File: config.mk
export PLATFORM = sky130hd
export DESIGN_NAME = pipe_exe_stage_flat
export DESIGN_NICKNAME = d
export VERILOG_FILES = /design/src/rtl/pipe_pkg.sv /design/src/rtl/pipe_exe_stage_if.sv /design/src/rtl/pipe_muldiv_unit.sv /design/src/rtl/pipe_exe_stage.sv /design/src/flat_wrapper.sv
export SDC_FILE = /design/constraint.sdc
export NUM_CORES = 1
export LEC_CHECK = 0
export ABC_AREA = 1
export BUFFER_PORTS_ARGS = -buffer_cell sky130_fd_sc_hd__buf_4
export CAP_MARGIN = 20
export CORE_MARGIN = 8
export CORE_UTILIZATION = 30
export CTS_CLUSTER_DIAMETER = 60
export DETAILED_ROUTE_END_ITERATION = 10
export HOLD_SLACK_MARGIN = 0.05
export PLACE_DENSITY = 0.51
export SYNTH_ARGS = -nofsm -noshare
export SYNTH_HDL_FRONTEND = slang
export SYNTH_SLANG_ARGS = --single-unit
File: constraint.sdc
create_clock -name clock -period 7.74 [get_ports clock]
set_input_delay 0.387 -clock clock [delete_from_list [all_inputs] [get_ports clock]]
set_output_delay 0.387 -clock clock [all_outputs]
set_load 0.01 [all_outputs]
File: src/rtl/pipe_pkg.sv
`default_nettype none
// ============================================================================
// Package     : pipe_pkg
// Description : Shared encodings for the pipelined CPU execute stage: ALU
//               control codes, multiply/divide op codes, the mul/div FSM
//               state type and the link register index.
// Revision    : 1.0 - initial release
// ============================================================================
package pipe_pkg;

    // ALU control codes (bit 3 is only significant for the right shifts)
    localparam logic [3:0] ALUC_ADD = 4'b0000;
    localparam logic [3:0] ALUC_SUB = 4'b0100;
    localparam logic [3:0] ALUC_AND = 4'b0001;
    localparam logic [3:0] ALUC_OR  = 4'b0101;
    localparam logic [3:0] ALUC_XOR = 4'b0010;
    localparam logic [3:0] ALUC_LUI = 4'b0110;
    localparam logic [3:0] ALUC_SLL = 4'b0011;
    localparam logic [3:0] ALUC_SRL = 4'b0111;
    localparam logic [3:0] ALUC_SRA = 4'b1111;

    // Multiply/divide operation codes
    localparam logic [2:0] MDOP_NONE  = 3'b000;
    localparam logic [2:0] MDOP_MULTU = 3'b001;
    localparam logic [2:0] MDOP_DIVU  = 3'b010;
    localparam logic [2:0] MDOP_MFHI  = 3'b011;
    localparam logic [2:0] MDOP_MFLO  = 3'b100;

    // Link register written by jump-and-link
    localparam logic [4:0] JAL_REG = 5'd31;

    typedef enum logic [1:0] {
        MD_IDLE = 2'd0,
        MD_RUN  = 2'd1,
        MD_DONE = 2'd2
    } md_state_e;

    // True for the two ops that occupy the iterative unit
    function automatic logic is_iter_op(input logic [2:0] op);
        return (op == MDOP_MULTU) || (op == MDOP_DIVU);
    endfunction

endpackage
`default_nettype wire

File: src/rtl/pipe_exe_stage_if.sv
`default_nettype none
// ============================================================================
// Interface   : pipe_exe_stage_if
// Description : ID/EX -> EX -> EX/MEM signal bundle of the execute stage.
//               master = pipeline side driving ID/EX values,
//               slave  = execute stage.
// Revision    : 1.0 - initial release
// ============================================================================
interface pipe_exe_stage_if #(
    parameter int XLEN = 32
);
    logic [XLEN-1:0] ea;
    logic [XLEN-1:0] eb;
    logic [XLEN-1:0] eimm;
    logic [XLEN-1:0] epc4;
    logic [3:0]      ealuc;
    logic            ealuimm;
    logic            eshift;
    logic            ejal;
    logic [4:0]      ern0;
    logic            ewreg_i;
    logic            em2reg_i;
    logic            ewmem_i;
    logic [2:0]      emdop;

    logic [XLEN-1:0] ealu;
    logic [4:0]      ern;
    logic            ewreg;
    logic            em2reg;
    logic            ewmem;
    logic            ebusy;

    modport master (
        output ea, eb, eimm, epc4, ealuc, ealuimm, eshift, ejal, ern0,
               ewreg_i, em2reg_i, ewmem_i, emdop,
        input  ealu, ern, ewreg, em2reg, ewmem, ebusy
    );

    modport slave (
        input  ea, eb, eimm, epc4, ealuc, ealuimm, eshift, ejal, ern0,
               ewreg_i, em2reg_i, ewmem_i, emdop,
        output ealu, ern, ewreg, em2reg, ewmem, ebusy
    );

endinterface
`default_nettype wire

File: src/rtl/pipe_muldiv_unit.sv
`default_nettype none
// ============================================================================
// Module      : pipe_muldiv_unit
// Description : Iterative unsigned multiply (radix-2 shift-add) and divide
//               (restoring) unit with HI/LO result registers. One bit per
//               cycle; results land in HI/LO on the last iteration edge.
// Revision    : 1.0 - initial release
// ============================================================================
module pipe_muldiv_unit
    import pipe_pkg::*;
#(
    parameter int XLEN  = 32,
    parameter int CNT_W = 5
) (
    input  wire logic            clock,
    input  wire logic            resetn,
    input  wire logic [2:0]      op,
    input  wire logic [XLEN-1:0] a,
    input  wire logic [XLEN-1:0] b,
    output logic                 busy,
    output logic [XLEN-1:0]      hi,
    output logic [XLEN-1:0]      lo
);

    md_state_e          state_q;
    logic [CNT_W-1:0]   cnt_q;
    logic               div_q;
    // Multiplicand (MULTU) or divisor (DIVU)
    logic [XLEN-1:0]    d_q;
    // Partial upper half: product high bits or running remainder
    logic [XLEN-1:0]    ph_q;
    logic [XLEN-1:0]    ph_d;
    // Partial lower half: remaining multiplier bits or dividend/quotient
    logic [XLEN-1:0]    pl_q;
    logic [XLEN-1:0]    pl_d;
    logic [XLEN-1:0]    hi_q;
    logic [XLEN-1:0]    lo_q;

    logic               w_start;
    logic [XLEN:0]      w_sum;
    logic [XLEN:0]      w_shift;
    logic [XLEN:0]      w_trial;

    // A new op is accepted only from IDLE; the stall must be visible that same cycle
    assign w_start = (state_q == MD_IDLE) && is_iter_op(op);
    assign busy    = w_start || (state_q == MD_RUN);
    assign hi      = hi_q;
    assign lo      = lo_q;

    // One iteration step for either multiply or divide
    always_comb begin
        w_sum   = {1'b0, ph_q} + (pl_q[0] ? {1'b0, d_q} : {(XLEN+1){1'b0}});
        w_shift = {ph_q, pl_q[XLEN-1]};
        w_trial = w_shift - {1'b0, d_q};
        ph_d    = ph_q;
        pl_d    = pl_q;
        if (div_q) begin
            // Restoring divide: keep the subtraction only when it did not borrow
            if (!w_trial[XLEN]) begin
                ph_d = w_trial[XLEN-1:0];
                pl_d = {pl_q[XLEN-2:0], 1'b1};
            end else begin
                ph_d = w_shift[XLEN-1:0];
                pl_d = {pl_q[XLEN-2:0], 1'b0};
            end
        end else begin
            // Shift-add: the carry-out re-enters the top of the product
            ph_d = w_sum[XLEN:1];
            pl_d = {w_sum[0], pl_q[XLEN-1:1]};
        end
    end

    // Control FSM with operand latch, iteration counter and HI/LO update
    always_ff @(posedge clock or negedge resetn) begin
        if (!resetn) begin
            state_q <= MD_IDLE;
            cnt_q   <= '0;
            div_q   <= 1'b0;
            d_q     <= '0;
            ph_q    <= '0;
            pl_q    <= '0;
            hi_q    <= '0;
            lo_q    <= '0;
        end else begin
            case (state_q)
                MD_IDLE: begin
                    if (w_start) begin
                        div_q   <= (op == MDOP_DIVU);
                        d_q     <= (op == MDOP_DIVU) ? b : a;
                        pl_q    <= (op == MDOP_DIVU) ? a : b;
                        ph_q    <= '0;
                        cnt_q   <= '0;
                        state_q <= MD_RUN;
                    end
                end
                MD_RUN: begin
                    ph_q  <= ph_d;
                    pl_q  <= pl_d;
                    cnt_q <= cnt_q + CNT_W'(1);
                    if (cnt_q == {CNT_W{1'b1}}) begin
                        hi_q    <= ph_d;
                        lo_q    <= pl_d;
                        state_q <= MD_DONE;
                    end
                end
                MD_DONE: begin
                    state_q <= MD_IDLE;
                end
                default: begin
                    state_q <= MD_IDLE;
                end
            endcase
        end
    end

endmodule
`default_nettype wire

File: src/rtl/pipe_exe_stage.sv
`default_nettype none
// ============================================================================
// Module      : pipe_exe_stage
// Description : Execute stage of the 5-stage pipeline. Combinational ALU,
//               result/destination muxing, and an iterative multiply/divide
//               unit that stalls the front of the pipe through ebusy.
// Revision    : 1.0 - initial release
// ============================================================================
module pipe_exe_stage
    import pipe_pkg::*;
#(
    parameter int XLEN  = 32,
    parameter int CNT_W = 5
) (
    input  wire logic       clock,
    input  wire logic       resetn,
    pipe_exe_stage_if.slave ex
);

    logic [XLEN-1:0] w_a;
    logic [XLEN-1:0] w_b;
    logic [XLEN-1:0] w_alu;
    logic [XLEN-1:0] w_result;
    logic [XLEN-1:0] w_hi;
    logic [XLEN-1:0] w_lo;
    logic            w_busy;

    // Operand selection: shift amount comes from the immediate's shamt field
    assign w_a = ex.eshift  ? {{(XLEN-5){1'b0}}, ex.eimm[10:6]} : ex.ea;
    assign w_b = ex.ealuimm ? ex.eimm : ex.eb;

    // ALU: bit 3 of ealuc only distinguishes arithmetic from logical right shift
    always_comb begin
        w_alu = w_a + w_b;
        case (ex.ealuc[2:0])
            ALUC_ADD[2:0]: w_alu = w_a + w_b;
            ALUC_SUB[2:0]: w_alu = w_a - w_b;
            ALUC_AND[2:0]: w_alu = w_a & w_b;
            ALUC_OR[2:0]:  w_alu = w_a | w_b;
            ALUC_XOR[2:0]: w_alu = w_a ^ w_b;
            ALUC_LUI[2:0]: w_alu = w_b << 16;
            ALUC_SLL[2:0]: w_alu = w_b << w_a[CNT_W-1:0];
            ALUC_SRL[2:0]: begin
                if (ex.ealuc == ALUC_SRA) begin
                    w_alu = XLEN'($signed(w_b) >>> w_a[CNT_W-1:0]);
                end else begin
                    w_alu = w_b >> w_a[CNT_W-1:0];
                end
            end
            default:       w_alu = w_a + w_b;
        endcase
    end

    // Result priority: link address, then HI/LO moves, then the ALU
    always_comb begin
        w_result = w_alu;
        if (ex.ejal) begin
            w_result = ex.epc4 + XLEN'(4);
        end else if (ex.emdop == MDOP_MFHI) begin
            w_result = w_hi;
        end else if (ex.emdop == MDOP_MFLO) begin
            w_result = w_lo;
        end
    end

    pipe_muldiv_unit #(
        .XLEN  (XLEN),
        .CNT_W (CNT_W)
    ) u_muldiv (
        .clock  (clock),
        .resetn (resetn),
        .op     (ex.emdop),
        .a      (ex.ea),
        .b      (ex.eb),
        .busy   (w_busy),
        .hi     (w_hi),
        .lo     (w_lo)
    );

    assign ex.ealu   = w_result;
    assign ex.ern    = ex.ejal ? JAL_REG : ex.ern0;
    // Squash writes while stalled so EX/MEM only sees bubbles
    assign ex.ewreg  = ex.ewreg_i  & ~w_busy;
    assign ex.em2reg = ex.em2reg_i & ~w_busy;
    assign ex.ewmem  = ex.ewmem_i  & ~w_busy;
    assign ex.ebusy  = w_busy;

endmodule
`default_nettype wire

File: src/flat_wrapper.sv
// flat-port wrapper written by rule: the top's interface ports become plain ports
module pipe_exe_stage_flat import pipe_pkg::*;
#(
    parameter int XLEN  = 32,
    parameter int CNT_W = 5
)
  (clock, resetn, ex_ea, ex_eb, ex_eimm, ex_epc4, ex_ealuc, ex_ealuimm, ex_eshift, ex_ejal, ex_ern0, ex_ewreg_i, ex_em2reg_i, ex_ewmem_i, ex_emdop, ex_ealu, ex_ern, ex_ewreg, ex_em2reg, ex_ewmem, ex_ebusy);
  pipe_exe_stage_if #(.XLEN(XLEN)) ex_i ();
  input  wire logic clock;
  input  wire logic resetn;
  input wire logic [$bits(ex_i.ea)-1:0] ex_ea;
  input wire logic [$bits(ex_i.eb)-1:0] ex_eb;
  input wire logic [$bits(ex_i.eimm)-1:0] ex_eimm;
  input wire logic [$bits(ex_i.epc4)-1:0] ex_epc4;
  input wire logic [$bits(ex_i.ealuc)-1:0] ex_ealuc;
  input wire logic [$bits(ex_i.ealuimm)-1:0] ex_ealuimm;
  input wire logic [$bits(ex_i.eshift)-1:0] ex_eshift;
  input wire logic [$bits(ex_i.ejal)-1:0] ex_ejal;
  input wire logic [$bits(ex_i.ern0)-1:0] ex_ern0;
  input wire logic [$bits(ex_i.ewreg_i)-1:0] ex_ewreg_i;
  input wire logic [$bits(ex_i.em2reg_i)-1:0] ex_em2reg_i;
  input wire logic [$bits(ex_i.ewmem_i)-1:0] ex_ewmem_i;
  input wire logic [$bits(ex_i.emdop)-1:0] ex_emdop;
  output wire logic [$bits(ex_i.ealu)-1:0] ex_ealu;
  output wire logic [$bits(ex_i.ern)-1:0] ex_ern;
  output wire logic [$bits(ex_i.ewreg)-1:0] ex_ewreg;
  output wire logic [$bits(ex_i.em2reg)-1:0] ex_em2reg;
  output wire logic [$bits(ex_i.ewmem)-1:0] ex_ewmem;
  output wire logic [$bits(ex_i.ebusy)-1:0] ex_ebusy;
  assign ex_i.ea = ex_ea;
  assign ex_i.eb = ex_eb;
  assign ex_i.eimm = ex_eimm;
  assign ex_i.epc4 = ex_epc4;
  assign ex_i.ealuc = ex_ealuc;
  assign ex_i.ealuimm = ex_ealuimm;
  assign ex_i.eshift = ex_eshift;
  assign ex_i.ejal = ex_ejal;
  assign ex_i.ern0 = ex_ern0;
  assign ex_i.ewreg_i = ex_ewreg_i;
  assign ex_i.em2reg_i = ex_em2reg_i;
  assign ex_i.ewmem_i = ex_ewmem_i;
  assign ex_i.emdop = ex_emdop;
  assign ex_ealu = ex_i.ealu;
  assign ex_ern = ex_i.ern;
  assign ex_ewreg = ex_i.ewreg;
  assign ex_em2reg = ex_i.em2reg;
  assign ex_ewmem = ex_i.ewmem;
  assign ex_ebusy = ex_i.ebusy;
  pipe_exe_stage #(.XLEN(XLEN), .CNT_W(CNT_W)) u_core (.clock(clock), .resetn(resetn), .ex(ex_i));
endmodule
==> flow_metrics.py, run 1 <==
metrics = {
    "sta": {
        "finalHoldWorstSlack_ns": 0.235,
        "final_max_slew_viol_count": 0,
        "hold_viol_final": 0,
        "worstMarginPinSlew_ns": 1.23,
        "finClkSkew_ns": 0.0201,
        "min_period_over_period": 0.690,
        "rsz0062_at_grt": "no",
        "timing.final.crit_period_ns": 5.34,
        "timing.fmax_mhz": 187,
        "finalSetupViolCount": 0,
        "finalSetupTns_ns": 0,
        "slew-limit-headroom": 0.174,
    },
    "power_and_ir_drop": {
        "swShare": 0.579,
        "cellLeakagePower_uw": 0.0137,
        "total_power_uw": 8520,
        "seqPwrFrac": 0.190,
        "comb_power_share": 0.700,
        "peakVddDrop_v": 0.000204,
        "power_density_nw_per_um2": 324,
        "pwr-share-clk": 0.110,
        "cellInternalPower_uw": 3590,
        "p_sw_uw": 4930,
    },
    "worst_setup_path": {
        "worst-endpoint-required_ns": 7.35,
        "cpMostUsedCell": "nand2_1",
        "cp_top_family": "simple AND/OR/NAND/NOR gates",
        "path_max_fanout": 51,
        "slowest_stage": "buf_4",
        "worst_ep_arrival_time_ns": 4.95,
        "cp_slowest_stage_delay_ns": 0.47,
        "critPathLaunchType": "input pin",
        "cp_num_buf_inv": 4,
        "crit_type": "input pin to output port",
        "end_kind": "output port",
    },
    "layout": {
        "synthToLayoutAreaGrowth_pct": 12.6,
        "drive_gt1_frac": 0.0893,
        "postLayoutCoreUtil": 0.341,
        "nets": 4499,
        "fillers": 8838,
    },
    "logic_synthesis": {
        "yosysWarnings": 0,
        "synth_area_um2": 23300,
        "async_reset_ff_frac": 1.00,
        "synth_ff_type": "dfrtp_1",
        "syn_inst": 4103,
        "syn_avg_cell_area_um2": 5.69,
        "synth-seq-cells": 168,
        "synth_fp_nets": 4417,
        "yosysUniqueCellTypes": 60,
        "seq_area_frac_synth": 0.180,
        "synth_top_area_cell": "nand2_1",
        "synth_commonest_cells": "nand2_1 (1,349), inv_1 (527), nand3_1 (519)",
        "synth_edf_count": 0,
        "post-synth-top-count-cell": "nand2_1",
        "synth_area_leaders": "nand2_1 (22%), dfrtp_1 (18%), nand3_1 (11%)",
        "synth.top_cell.area_share": 0.217,
    },
    "clocking": {
        "h-tree-depth": 4,
        "post_cts_buffers": 0,
        "cts_tree": "yes",
        "clk_pin_slew_ns": 0.08,
        "clk_path_buf_depth": 2,
        "cts_made_buffers": 17,
        "clk-insertion-delay-late_ns": 0.47,
        "cts_sinks": 168,
        "root_buffer": "clkbuf_16",
    },
    "route": {
        "vias_per_cell": 5.43,
        "drc": 0,
        "ant_nets": 0,
        "wl_mm": 130,
        "drtPass1Iterations": 8,
        "wl_per_cell_um": 24.8,
        "vias": 28500,
        "first_iter_violations": 3367,
    },
    "die": {
        "core_um2": 77200,
        "dieArea_um2": 87000,
        "start_util": 0.302,
        "die_x_um": 295,
        "io_pins": 189,
        "die_h_um": 295,
        "rows": 102,
    },
    "grt": {
        "use_met2": 0.462,
        "antenna_found_initial": 10,
        "met1_usage": 0.369,
        "grt_overflow": 0,
        "busiest_layer": "met2",
        "met3_usage": 0.0379,
        "grt_max_degree": 78,
        "grt_pass1_vias": 26900,
        "grtUsageTotal": 0.288,
        "grt_pass1_wl_mm": 186,
    },
    "place": {
        "hpwl_mm": 106,
        "gp_congestion": 1.05,
        "port_buffers": 188,
    },
    "run": {
        "drv_cap": 0,
    },
    "worst_hold_path": {
        "holdCritPathClass": "input pin to register",
    },
    "outcome": {
        "status": "complete, no violations",
    },
}
-- final timing paths --
kind | from | end | slack, ns | cells past startpoint
worst max-delay path | ex_ealuimm | ex_ealu[23] | 2.40 | 25
worst min-delay path | ex_eb[31] | u_core.u_muldiv.d_q[31] | 0.24 | 3
worst max register to register | u_core.u_muldiv.pl_q[31] | u_core.u_muldiv.hi[26] | 3.96 | 19
worst min register to register | u_core.u_muldiv.cnt_q[3] | u_core.u_muldiv.cnt_q[3] | 0.48 | 1
max in group asynchronous | resetn | u_core.u_muldiv.lo[5] | 5.33 | 4
min in group asynchronous | resetn | u_core.u_muldiv.cnt_q[1] | 0.42 | 2
-- worst reg2reg max path: stages (launching register included) --
cell and delay, ns:
dfrtp_1 0.39, inv_1 0.21, ha_1 0.20, inv_1 0.06, fa_1 0.38, nand2_1 0.07
inv_1 0.05, nand2_1 0.05, nand2_1 0.11, nand2_1 0.08, nand2_1 0.15, nand2_1 0.11
nand3_2 0.10, nand3_1 0.20, nand3_1 0.12, nand2_2 0.66, nand3_1 0.38, nand3_1 0.20
nand3_1 0.11, nand2_1 0.09
-- repair_timing --
action	CTS	global route
hold buffers	1	0
endpoints found under the hold margin	51	0
gates resized for setup	0	0
-- cell families after synthesis --
group                    Yosys count  share of synthesized area
AND/OR/NAND/NOR                 2287                      0.412
flip-flops                       168                      0.180
adder cells (fa/ha/maj)          166                     0.0899
AO/OA/AOI/OAI                    708                      0.173
buffers and inverters            714                      0.123
XOR/XNOR                          60                     0.0225
-- layer usage --
metal,vias to the layer above,wire length [um]
li1,13500,-
met5,-,44
met1,13300,53500
met2,1378,57600
met4,6,9200
met3,300,9430
-- layout make-up --
| class | count | area [um^2] | share of cell area |
|---|---|---|---|
| inverter | 541 | 2040 | 0.0774 |
| clock inverter | 15 | 214 | 0.00813 |
| multi-input combinational | 3221 | 16300 | 0.621 |
| clock buffer | 17 | 425 | 0.0162 |
| timing repair buffer | 236 | 1800 | 0.0683 |
| tap | 1040 | 1300 | 0.0495 |
| sequential | 168 | 4210 | 0.160 |
| antenna | 1 | 2.50 | 0.0000951 |
-- power by group through the flow --
stage	Clock [uW]	Combinational (uW)	Sequential, uW
final	939	5960	1620
after global routing	984	6580	1660
after CTS	954	5850	1610
after detailed placement	0	5820	1620
after global placement	0	5830	1620
after floorplan	0	3980	1510
-- metrics by stage --
step,std cells,setup slack [ns],cell area (um^2)
3_3_place_gp,5201,2.55,25600
2_1_floorplan,4103,3.82,23300
5_1_grt,5238,2.08,26300
4_1_cts,5235,2.53,26300
6_report,5239,2.40,26300
3_5_place_dp,5202,2.55,25600
-- registers in the layout, indices dropped and copies added, names as in the netlist --
name and count:
u_core.u_muldiv.d_q 32, u_core.u_muldiv.hi 32, u_core.u_muldiv.lo 32, u_core.u_muldiv.ph_q 32
u_core.u_muldiv.pl_q 32, u_core.u_muldiv.cnt_q 5, u_core.u_muldiv.state_q 2, u_core.u_muldiv.div_q 1
-- layout by cell type, fill, tap and decap left out, types with 7 or more instances in the layout --
cell type / netlist / final
a21boi_0: 7 / 7
a21o_1: 12 / 12
a21oi_1: 202 / 202
a31oi_1: 13 / 13
buf_4: 7 / 229
clkbuf_16: 0 / 17
dfrtp_1: 168 / 167
ha_1: 163 / 163
inv_1: 527 / 526
inv_2: 11 / 13
nand2_1: 1349 / 1347
nand2_2: 14 / 16
nand3_1: 519 / 519
nand4_1: 33 / 33
nor2_1: 269 / 266
nor2_2: 14 / 15
nor3_1: 33 / 29
nor3_2: 4 / 8
nor4_1: 8 / 8
o211ai_1: 31 / 31
o21ai_0: 309 / 309
o21ai_1: 33 / 33
o21ai_2: 19 / 19
o21bai_1: 23 / 23
o221ai_1: 20 / 20
or2_2: 22 / 22
xnor2_1: 11 / 11
xor2_1: 49 / 49
No activity file was read; power rests on OpenSTA's default activity.
==> inputs of run 2 (changes only) <==
--- a/config.mk
+++ b/config.mk
@@ -13,7 +13,7 @@
 export CTS_CLUSTER_DIAMETER = 60
 export DETAILED_ROUTE_END_ITERATION = 10
 export HOLD_SLACK_MARGIN = 0.05
-export PLACE_DENSITY = 0.51
+export PLACE_DENSITY = 0.52
 export SYNTH_ARGS = -nofsm -noshare
 export SYNTH_HDL_FRONTEND = slang
 export SYNTH_SLANG_ARGS = --single-unit
==> constraint.sdc (replaced) <==
create_clock -name clock -period 4.53 [get_ports clock]
set_input_delay 0.2265 -clock clock [delete_from_list [all_inputs] [get_ports clock]]
set_output_delay 0.2265 -clock clock [all_outputs]
set_load 0.01 [all_outputs]
==> run 2 against run 1 <==
Worst setup slack worse by 2.1 ns. Total power up 70%. Wire length down 0.26%. Clock-buffer cell count up 1. Cell area up 2.2%. Largest power group unchanged.
==> flow_metrics.py, run 2 (synthesis gave the netlist of run 1 again) <==
metrics = {
    "outcome": {
        "status": "complete, no violations",
    },
    "worst_setup_path": {
        "worst-endpoint-required_ns": 4.30,
        "cpMostUsedCell": "nand2_1",
        "end_kind": "output port",
        "worst_ep_arrival_time_ns": 4.01,
        "cp_num_buf_inv": 4,
        "path_max_fanout": 37,
        "crit_type": "input pin to output port",
        "cp_slowest_stage_delay_ns": 0.39,
        "slowest_stage": "or3_1",
        "r2r-start": "u_core.u_muldiv.pl_q[31]",
        "cp_top_family": "simple AND/OR/NAND/NOR gates",
        "critPathLaunchType": "input pin",
        "startpoint": "ex_ealuimm",
    },
    "route": {
        "ant_nets": 0,
        "first_iter_violations": 2831,
        "drtPass1Iterations": 6,
        "wl_mm": 129,
        "drc": 0,
        "wl_per_cell_um": 24.4,
        "vias": 28700,
        "vias_per_cell": 5.41,
    },
    "clocking": {
        "cts_sinks": 168,
        "cts_made_buffers": 17,
        "clk_path_buf_depth": 2,
        "clk-insertion-delay-late_ns": 0.49,
        "cts_tree": "yes",
        "root_buffer": "clkbuf_16",
        "clk_pin_slew_ns": 0.07,
        "h-tree-depth": 4,
    },
    "run": {
        "drv_cap": 0,
    },
    "sta": {
        "slew-limit-headroom": 0.210,
        "final_max_slew_viol_count": 0,
        "hold_viol_final": 0,
        "worstMarginPinSlew_ns": 1.18,
        "finalSetupTns_ns": 0,
        "timing.fmax_mhz": 236,
        "finalSetupViolCount": 0,
        "finClkSkew_ns": 0.0219,
        "timing.final.crit_period_ns": 4.24,
        "rsz0062_at_grt": "no",
        "min_period_over_period": 0.936,
    },
    "grt": {
        "grt_max_degree": 120,
        "grt_overflow": 0,
        "grtUsageTotal": 0.287,
        "grt_pass1_vias": 27000,
        "grt_pass1_wl_mm": 185,
        "antenna_found_initial": 9,
    },
    "layout": {
        "drive_gt1_frac": 0.104,
        "nets": 4560,
        "most-common-layout-cells": "nand2_1 (1,348), inv_1 (526), nand3_1 (516), o21ai_0 (309), buf_4 (280)",
        "synthToLayoutAreaGrowth_pct": 15.1,
        "layout_commonest_cell": "nand2_1",
    },
    "place": {
        "gp_congestion": 1.04,
        "hpwl_mm": 106,
        "port_buffers": 188,
    },
    "die": {
        "start_util": 0.302,
        "die_h_um": 295,
        "dieArea_um2": 87000,
        "core_um2": 77200,
        "io_pins": 189,
        "die_x_um": 295,
        "rows": 102,
    },
    "power_and_ir_drop": {
        "peakVddDrop_v": 0.000315,
        "cellLeakagePower_uw": 0.0140,
        "total_power_uw": 14500,
        "power_density_nw_per_um2": 539,
    },
    "worst_hold_path": {
        "hold_path.startpoint": "ex_ea[3]",
        "holdCritPathClass": "input pin to register",
    },
}
## run 2: per-stage QoR
| step | util | instances | setup slack, ns | hold WS [ns] | cell area (um^2) |
|---|---|---|---|---|---|
| finish | 0.348 | 5301 | 0.290 | 0.0658 | 26900 |
| global route | 0.348 | 5299 | 0.00865 | 0.0665 | 26900 |
| CTS | 0.346 | 5295 | 0.127 | 0.0609 | 26700 |
| detailed placement | 0.338 | 5259 | 0.142 | 0.381 | 26100 |
| global placement | 0.338 | 5259 | 0.149 | 0.388 | 26100 |
| floorplan | - | 4103 | 0.933 | -0.0691 | 23300 |
## run 2: worst register-to-register path, stage by stage, from the launching register on
cell     delay [ns]
dfrtp_1        0.38
inv_1          0.22
ha_1           0.21
inv_1          0.06
fa_1           0.38
nand2_1        0.07
inv_1          0.05
nand2_1        0.05
nand2_1        0.12
nand2_1        0.10
nand2_1        0.18
nand2_1        0.13
nand3_2        0.13
nand3_1        0.17
nand2_1        0.09
nand2_1        0.07
nand2_1        0.35
buf_4          0.36
nand2_1        0.08
nand3_1        0.16
nand3_1        0.28
nand2_1        0.08
## run 2: cell type report
cell class / instances / area [um^2]
Tap cell: 1040 / 1300
Clock buffer: 18 / 429
Sequential cell: 168 / 4210
Inverter: 541 / 2040
Fill cell: 8832 / 50300
Timing Repair Buffer: 297 / 2360
Clock inverter: 14 / 154
Multi-Input combinational cell: 3221 / 16400
Antenna cell: 2 / 5.00
## run 2: path summary, 6_finish.rpt
path,cells past startpoint,to,slack (ns)
setup reg to reg,21,u_core.u_muldiv.hi[27],0.70
max in group asynchronous,3,u_core.u_muldiv.div_q,3.11
min in group asynchronous,2,u_core.u_muldiv.cnt_q[1],0.40
hold / removal,3,u_core.u_muldiv.pl_q[3],0.07
setup / recovery,25,ex_ealu[28],0.29
hold reg to reg,2,u_core.u_muldiv.lo[3],0.48
## run 2: metal layers
layer  vias to the layer above  share of wire  global-route usage
met5                         -        0.00042                   0
met4                         8          0.071               0.174
met3                       281          0.066              0.0332
met2                      1252           0.45               0.464
met1                     13500           0.41               0.366
li1                      13600              -                   -
## run 2: what timing repair did
item                       CTS  global route
gates resized for setup      0            17
setup buffers                0             1
setup endpoints to repair    0            13
hold endpoints to repair    95             0
hold buffers                 4             0
## run 2: power by group
part / internal, uW / switching (uW) / leakage (uW)
Sequential: 2240 / 543 / 0.00206
Combinational: 3210 / 6950 / 0.0117
Clock: 738 / 793 / 0.000282
